[config.mk]
export PLATFORM = sky130hd
export DESIGN_NAME = bus_wrr_scheduler
export DESIGN_NICKNAME = d
export VERILOG_FILES = /design/src/rtl/bus_wrr_scheduler_pkg.sv /design/src/rtl/bus_wrr_scheduler_rr_pick_one_hot.sv /design/src/rtl/bus_wrr_scheduler.sv
export SDC_FILE = /design/constraint.sdc
export NUM_CORES = 1
export LEC_CHECK = 0
export BUFFER_PORTS_ARGS = -buffer_cell sky130_fd_sc_hd__buf_2
export CORE_UTILIZATION = 45
export CTS_CLUSTER_DIAMETER = 80
export DETAILED_ROUTE_END_ITERATION = 7
export PLACE_DENSITY_LB_ADDON = 0.1
export SYNTH_ARGS = -nofsm -noshare
export SYNTH_HDL_FRONTEND = slang
export SYNTH_SLANG_ARGS = --single-unit
[constraint.sdc]
create_clock -name clk -period 13.9 [get_ports clk]
set_input_delay 2.78 -clock clk [delete_from_list [all_inputs] [get_ports clk]]
set_output_delay 2.78 -clock clk [all_outputs]
set_load 0.005 [all_outputs]
[src/rtl/bus_wrr_scheduler_pkg.sv]
// rtl/bus_wrr_scheduler_pkg.sv - shared types and helpers for the weighted round-robin bus scheduler
package bus_sched_pkg;

    typedef enum logic [1:0] {
        IDLE  = 2'd0,
        GRANT = 2'd1,
        POP   = 2'd2,
        PUSH  = 2'd3
    } sched_state_t;

    localparam int ADDR_W = 8;
    localparam int MAX_N  = 256;

    // One-hot vector with bit idx set; all zeros when idx falls outside 0..n-1
    function automatic logic [MAX_N-1:0] onehot(input int idx, input int n);
        logic [MAX_N-1:0] v;
        v = '0;
        if (idx >= 0 && idx < n) begin
            v = MAX_N'(1) << idx;
        end
        return v;
    endfunction

endpackage

[src/rtl/bus_wrr_scheduler_rr_pick_one_hot.sv]
// rtl/bus_wrr_scheduler_rr_pick_one_hot.sv - combinational rotate-priority picker starting after last
module rr_pick_one_hot #(
    parameter int n = 5
) (
    input  logic [n-1:0]         req,
    input  logic [$clog2(n)-1:0] last,
    output logic [$clog2(n)-1:0] idx,
    output logic                 any
);
    localparam int W = $clog2(n);

    // Scan from farthest to nearest so the nearest requester after last wins
    always_comb begin
        int c;
        idx = '0;
        any = 1'b0;
        c   = 0;
        for (int k = n; k >= 1; k--) begin
            c = (int'(last) + k) % n;
            if (req[c]) begin
                idx = W'(c);
                any = 1'b1;
            end
        end
    end

endmodule

[src/rtl/bus_wrr_scheduler.sv]
// rtl/bus_wrr_scheduler.sv - weighted round-robin packet bus scheduler with destination decode
module bus_wrr_scheduler
    import bus_sched_pkg::*;
#(
    parameter int         drvrs     = 5,
    parameter int         pckg_sz   = 32,
    parameter logic [7:0] broadcast = 8'hFF,
    parameter int         quantum   = 4
) (
    input  logic                            clk,
    input  logic                            reset,
    input  logic [drvrs-1:0]                pndng,
    input  logic [drvrs-1:0][pckg_sz-1:0]   D_pop,
    output logic [drvrs-1:0]                pop,
    output logic [drvrs-1:0]                push,
    output logic [pckg_sz-1:0]              D_push,
    output logic [drvrs-1:0]                grant,
    output logic                            bus_busy,
    output logic                            err_addr
);
    localparam int OW = $clog2(drvrs);
    localparam int CW = $clog2(quantum + 1);

    sched_state_t          state_q, state_d;
    logic [OW-1:0]         owner_q, owner_d;
    logic [OW-1:0]         last_q, last_d;
    logic [CW-1:0]         cnt_q, cnt_d;
    logic [pckg_sz-1:0]    data_q, data_d;

    logic [OW-1:0]         pick_idx;
    logic                  pick_any;
    logic [drvrs-1:0]      owner_oh;
    logic [drvrs-1:0]      dest_oh;
    logic [ADDR_W-1:0]     dest;
    logic                  dest_valid;
    logic                  dest_bcast;
    logic [CW-1:0]         cnt_inc;

    rr_pick_one_hot #(.n(drvrs)) u_pick (
        .req  (pndng),
        .last (last_q),
        .idx  (pick_idx),
        .any  (pick_any)
    );

    assign owner_oh   = drvrs'(onehot(int'(owner_q), drvrs));
    assign dest       = data_q[pckg_sz-1 -: ADDR_W];
    assign dest_oh    = drvrs'(onehot(int'(dest), drvrs));
    assign dest_valid = int'(dest) < drvrs;
    assign dest_bcast = (dest == broadcast);
    assign cnt_inc    = cnt_q + CW'(1);

    // State, owner, burst counter and latched packet; reset drops any packet in flight
    always_ff @(posedge clk or negedge reset) begin
        if (!reset) begin
            state_q <= IDLE;
            owner_q <= '0;
            last_q  <= OW'(drvrs - 1);
            cnt_q   <= '0;
            data_q  <= '0;
        end else begin
            state_q <= state_d;
            owner_q <= owner_d;
            last_q  <= last_d;
            cnt_q   <= cnt_d;
            data_q  <= data_d;
        end
    end

    // Next-state: arbitrate in IDLE, pop once per POP, keep bus until quantum or owner drains
    always_comb begin
        state_d = state_q;
        owner_d = owner_q;
        last_d  = last_q;
        cnt_d   = cnt_q;
        data_d  = data_q;
        case (state_q)
            IDLE: begin
                if (pick_any) begin
                    owner_d = pick_idx;
                    cnt_d   = '0;
                    state_d = GRANT;
                end
            end
            GRANT: begin
                state_d = pndng[owner_q] ? POP : IDLE;
            end
            POP: begin
                data_d  = D_pop[owner_q];
                state_d = PUSH;
            end
            PUSH: begin
                cnt_d = cnt_inc;
                if (pndng[owner_q] && (cnt_inc < CW'(quantum))) begin
                    state_d = POP;
                end else begin
                    last_d  = owner_q;
                    state_d = IDLE;
                end
            end
            default: state_d = IDLE;
        endcase
    end

    // Outputs decoded purely from registered state, owner and latched packet
    always_comb begin
        grant    = '0;
        pop      = '0;
        push     = '0;
        D_push   = '0;
        err_addr = 1'b0;
        bus_busy = (state_q != IDLE);
        if (state_q != IDLE) begin
            grant = owner_oh;
        end
        if (state_q == POP) begin
            pop = owner_oh;
        end
        if (state_q == PUSH) begin
            D_push = data_q;
            if (dest_valid) begin
                push = dest_oh;
            end else if (dest_bcast) begin
                push = ~owner_oh;
            end else begin
                err_addr = 1'b1;
            end
        end
    end

endmodule

Word-level counts from Yosys, hierarchy flattened

Index checks and enable logic that the tools add are counted.

Register bits after elaboration: 43
Logic and storage cells: 86
Output and inout bits: 49
Bits of input ports: 167

Equal/unequal tests: 5
$add $sub $neg: 6
Div/mod/pow operators: 5
Bitwise logic cells: 2
Reduce and logical (&&, ||, !) cells: 7
Multiplexer cells: 45
Shift operators: 2
Magnitude comparators: 9

Operators by type and width:

| operator              | number |
|---|---|
| $lt 32x5->1 const B   | 5 |
| $mod 32x4->32 const B | 5 |
| $bmux 32 s3           | 1 |
| $mux 32               | 2 |
| $mux 5                | 6 |
| $mux 1                | 19 |
| $bmux 1 s3            | 6 |
| $mux 3                | 6 |
| $add 3x2->4 const B   | 2 |
| $add 3x3->4 const B   | 2 |
| $eq 8x8->1 const B    | 1 |
| $lt 8x3->1 const B    | 1 |
| $pmux 2 s4            | 1 |
| $shl 1x8->5 const A   | 1 |
| $lt 3x3->1 const B    | 2 |
| $mux 2                | 3 |
| $pmux 3 s2            | 1 |
| $reduce_and 2->1      | 3 |
| $not 5->5             | 1 |
| $shl 1x3->5 const A   | 1 |
| $add 3x1->4 const B   | 1 |
| $eq 2x2->1 const B    | 2 |
| $lt 3x4->1 const B    | 1 |
| $reduce_bool 2->1     | 2 |
| 6 further kinds       | 6 |

Logic depth before layout (Yosys ltp)

Depth in word-level cells: 12
Depth in mapped cells: 18
Mapped depth without buffers: 15

Cells and area by module

A second synthesis with hierarchy kept.

Cells, all modules: 571
Area, all modules: 4959.8 µm²

By module, submodules not included:

| module            | area an instance (µm²) | seq. area each (µm²) | times used | cells an instance |
|---|---|---|---|---|
| bus_wrr_scheduler | 3099.2                 | 1077.3               | 1          | 313 |
| rr_pick_one_hot   | 1860.5                 | 0.0                  | 1          | 258 |

Least setup slack after synthesis

OpenSTA, ideal clock, no wires.

Path type: input port to flip-flop
Start point: input pndng[3]
End point: register owner_q[2]
Path buffers: 1
Arrival time: 4.644 ns
Slack: 9.097 ns
Library setup time: 0.159 ns
Stages: 7
Required time: 13.741 ns
Cell sequence: clkbuf_1 > mux4_2 > o211a_1 > nor4_1 > or4b_4 > a21oi_1 > a41oi_1

Cells in the longest elaborated chain, start to end: 9
Elaborated cells on any way between the ends: 26
Those cells by class: 25 x mux; 1 x reduce/logical

Ends and longest elaborated chain:

| what                                       | RTL line                                | RTL |
|---|---|---|
| from (decl)                                | bus_wrr_scheduler.sv:12                 | `input logic [drvrs-1:0] pndng,` |
| $bmux 1 s3                                 | bus_wrr_scheduler_rr_pick_one_hot.sv:20 | `if (req[c]) begin` |
| $mux 1 (not written as such) (2 in series) | bus_wrr_scheduler_rr_pick_one_hot.sv:20 |  |
| $mux 1 (5 in series)                       | bus_wrr_scheduler_rr_pick_one_hot.sv:20 |  |
| $reduce_and 2->1 (no line)                 | -                                       |  |
| to (signal assigned)                       | bus_wrr_scheduler.sv:63                 | `owner_q <= owner_d;` |
| to (decl)                                  | bus_wrr_scheduler.sv:25                 | `logic [OW-1:0] owner_q, owner_d;` |

Several ways; a longest one is shown, not always the timed one. The select of a mux whose other input is x is not followed.
A chain may end at the register's enable or synchronous reset.

Worst setup path in the final report

Start point: input pndng[0]
End point: register owner_q[2]

The elaborated chain is that of the path after synthesis.

==> flow_summary.yaml <==
outcome:
  status: "complete, no violations"
sta:
  fin_crit_ps: 4794
  finalCritPeriodShare_pct: 34.49
  setup_violations: 0
  hold_viol_final: 0
  finalSetupTns_ps: 0
  fin_worst_skew_ps: 3.210
  slew_violations: 0
  relSlewSlack_pct: 38.15
  rsz0062_at_grt: "false"
  worst_pin_slew_ps: 927.7
  fmax_mhz: 208.6
clocking:
  post-cts-setup-buffers: 0
  cts_buffers: 5
  clk_pin_slew_worst_paths_ps: 70
  ctsHtreeMaxLevel: 2
  ctsHoldBuffers: 0
  clock-root-buffer: "clkbuf_8"
  ctsLongestPathBuffers: 2
  cts_tree: "done"
  insertion_delay_ps: 280
  cts_resized: 0
  clock_sinks: 43
synth:
  syn_nets: 753
  syn_area_mm2: 0.004950
  ys.flop_type: "dfrtp_1"
  syn_area_per_cell_um2: 8.823
  seq_area_frac_synth_pct: 21.76
  ys_types: 73
  synth_seq_cells: 43
  ys.warnings.count: 0
  synthCells: 561
  synth_edf_count: 0
  synthArstFlopShare_pct: 100.0
place:
  dp_hpwl_um: 12240
  gp_congestion: 0.9405
  place_inst: 873
  numPortBuffers: 215
  dpl_cell_area_mm2: 0.006073
floorplan:
  initial_core_util_pct: 47.10
  die-area_mm2: 0.01142
  dieWidth_um: 106.9
  ioPinCount: 216
  die_y_um: 106.9
  design.core.area_mm2: 0.01051
  rows: 37
global_routing:
  grt_max_degree: 63
  overflow: 0
  grt_pass1_vias: 5114
  grt_usage_pct: 26.68
  grt_antenna_before_repair: 0
  grt_pass1_wl_um: 24340
detailed_routing:
  drc_errors: 0
  drt_iter0_markers: 488
  vias: 5403
  routedWlPerCell_um: 17.71
  postRouteAntennaNets: 0
  via_per_inst: 6.140
  drt_first_pass_iters: 5
  wl_um: 15580
pwr:
  p_leak_nw: 2.926
  peakVddDrop_mv: 0.1333
  power.share.switching_pct: 52.10
  internal-power_uw: 761.2
  p_comb_share_pct: 80.1
  clock_power_share_pct: 4.9
  power.density_mw_per_mm2: 257.9
  seq_power_share_pct: 15.0
  switching_power_uw: 828.0
final_layout:
  final_layout_size_suffix_gt1_share_pct: 39.52
  fin_cells: 880
  fillers: 955
  fin_util_pct: 58.63
  nets: 936
  design_area_mm2: 0.006161
  diodes: 0
  syn2layout_area_growth_pct: 24.47
critical_path:
  critPathMaxStageDelay_ps: 550
  crit_chain: "buf_2 -> mux4_2 -> o21bai_1 -> o211a_1 -> nor4_1 -> or4b_4 -> a21oi_1 -> a41oi_1"
  cp_num_cells: 8
  critical_path.max_fanout: 10
  cpLargestDelayFamily: "simple AND/OR/NAND/NOR gates"
  start_kind: "input port"
  worstPathRequired_ps: 14020
  arrival_ps: 4920
  slowest_stage: "or4b_4"
  worstRegToRegCells: 14
  crit_buf_inv: 1
  path_class: "in -> reg"
  cp-end-kind: "flop"
min_path:
  hold_path_depth: 1
  hold_path_class: "reg -> reg"
flow_run:
  drv_cap: 0
## worst register-to-register path, stage by stage, from the launching register on
cell	delay, ps
dfrtp_1	710
inv_1	340
ha_1	800
inv_1	270
nand2_1	160
and2_1	230
ha_1	270
inv_1	100
o221ai_1	310
a211oi_1	120
a31oi_1	270
o22ai_1	200
or4b_4	590
a21oi_1	180
a41oi_1	60
## sequential cells by signal, indices dropped and copies added, names as in the netlist
| name | flops |
|---|---|
| data_q | 32 |
| cnt_q | 3 |
| last_q | 3 |
| state_q | 2 |
| owner_q | 3 |
## cell usage in the layout, fill, tap and decap left out, types with 5 or more instances in the layout
cell / netlist / final
mux2i_1: 6 / 6
ha_1: 25 / 25
o21ai_0: 14 / 14
nor3_1: 6 / 5
buf_4: 0 / 7
o211ai_1: 7 / 7
nand2_1: 19 / 19
clkbuf_8: 0 / 6
dfrtp_1: 42 / 41
and2_1: 5 / 5
a21oi_1: 56 / 56
nand4_1: 9 / 9
xnor2_1: 6 / 6
a31oi_1: 6 / 6
inv_1: 53 / 53
buf_2: 3 / 215
nand2b_1: 10 / 9
a221oi_1: 36 / 36
mux4_2: 39 / 39
nor2_1: 56 / 56
nand3_1: 14 / 14
or2_2: 5 / 5
## cell families (layout without fill, tap and decap cells)
group	after synthesis	after routing	synth area share [%]
flops	43	43	21.76
compound gates	182	182	26.74
fa+ha+maj	25	25	6.320
xor+xnor	8	8	1.567
mux	49	49	19.87
simple gates	153	153	15.85
buf+inv	101	284	7.886
## power by group through the flow
stage	registers, mW	clock network [mW]	logic, mW
after floorplan	0.219	0	0.974
after global routing	0.247	0.0839	1.40
final	0.238	0.0777	1.27
after CTS	0.238	0.0801	1.26
after detailed placement	0.240	0	1.25
after global placement	0.238	0	1.22
## metrics by stage
stage                     hold WS (ps)  power, mW  setup WS, ps
after floorplan                  457.3      1.193          9097
after global placement           478.3      1.456          8920
after detailed placement         483.8      1.494          8840
after CTS                        494.4      1.577          9147
after global routing             516.5      1.728          8787
final                            491.7      1.589          9106
## Yosys cell counts, drive strengths merged (6+ instances only)
cell,n,area [µm²]
a21oi,56,280.3
a221oi,37,330.3
a31oi,6,37.54
buf,9,45.04
clkbuf,37,138.9
dfrtp,42,1051
ha,25,312.8
inv,54,202.7
mux2i,6,60.06
mux4,39,878.3
nand2,20,77.58
nand2b,10,62.56
nand3,14,70.07
nand4,9,56.30
nor2,56,210.2
nor3,6,30.03
o211ai,7,52.55
o21ai,14,70.07
xnor2,6,52.55
## layout make-up
class                   instances  area, µm²  area share, %
well taps                     136      170.2          2.762
flip-flops and latches         43       1079          17.51
multi-input cells             417       3490          56.64
clock buffers                   6      82.58          1.340
repair buffers                222       1129          18.32
inverters                      55      206.4          3.351
clock inverters                 1      5.005        0.08123
## layer usage
layer  GRT usage, %  vias to the layer above  part of all wire (%)
li1               -                     2525                     -
met1          35.36                     2605                    41
met2          45.62                      246                    50
met3          3.526                       27                   6.6
met4          7.436                        0                   2.3
met5              0                        -                     0
## final timing paths
kind                                        from                      to  slack (ps)
min in group asynchronous                  reset   data_q[5]$_DFFE_PN0P_        2620
max in group asynchronous                  reset  owner_q[0]$_DFFE_PN0P_       10640
hold / removal              cnt_q[0]$_DFFE_PN0P_    cnt_q[0]$_DFFE_PN0P_         490
hold reg to reg             cnt_q[0]$_DFFE_PN0P_    cnt_q[0]$_DFFE_PN0P_         490
setup / recovery                        pndng[0]  owner_q[2]$_DFFE_PN0P_        9110
setup reg to reg           last_q[1]$_DFFE_PN0P_  owner_q[2]$_DFFE_PN0P_        9140
(Power assumes the default switching activity.)
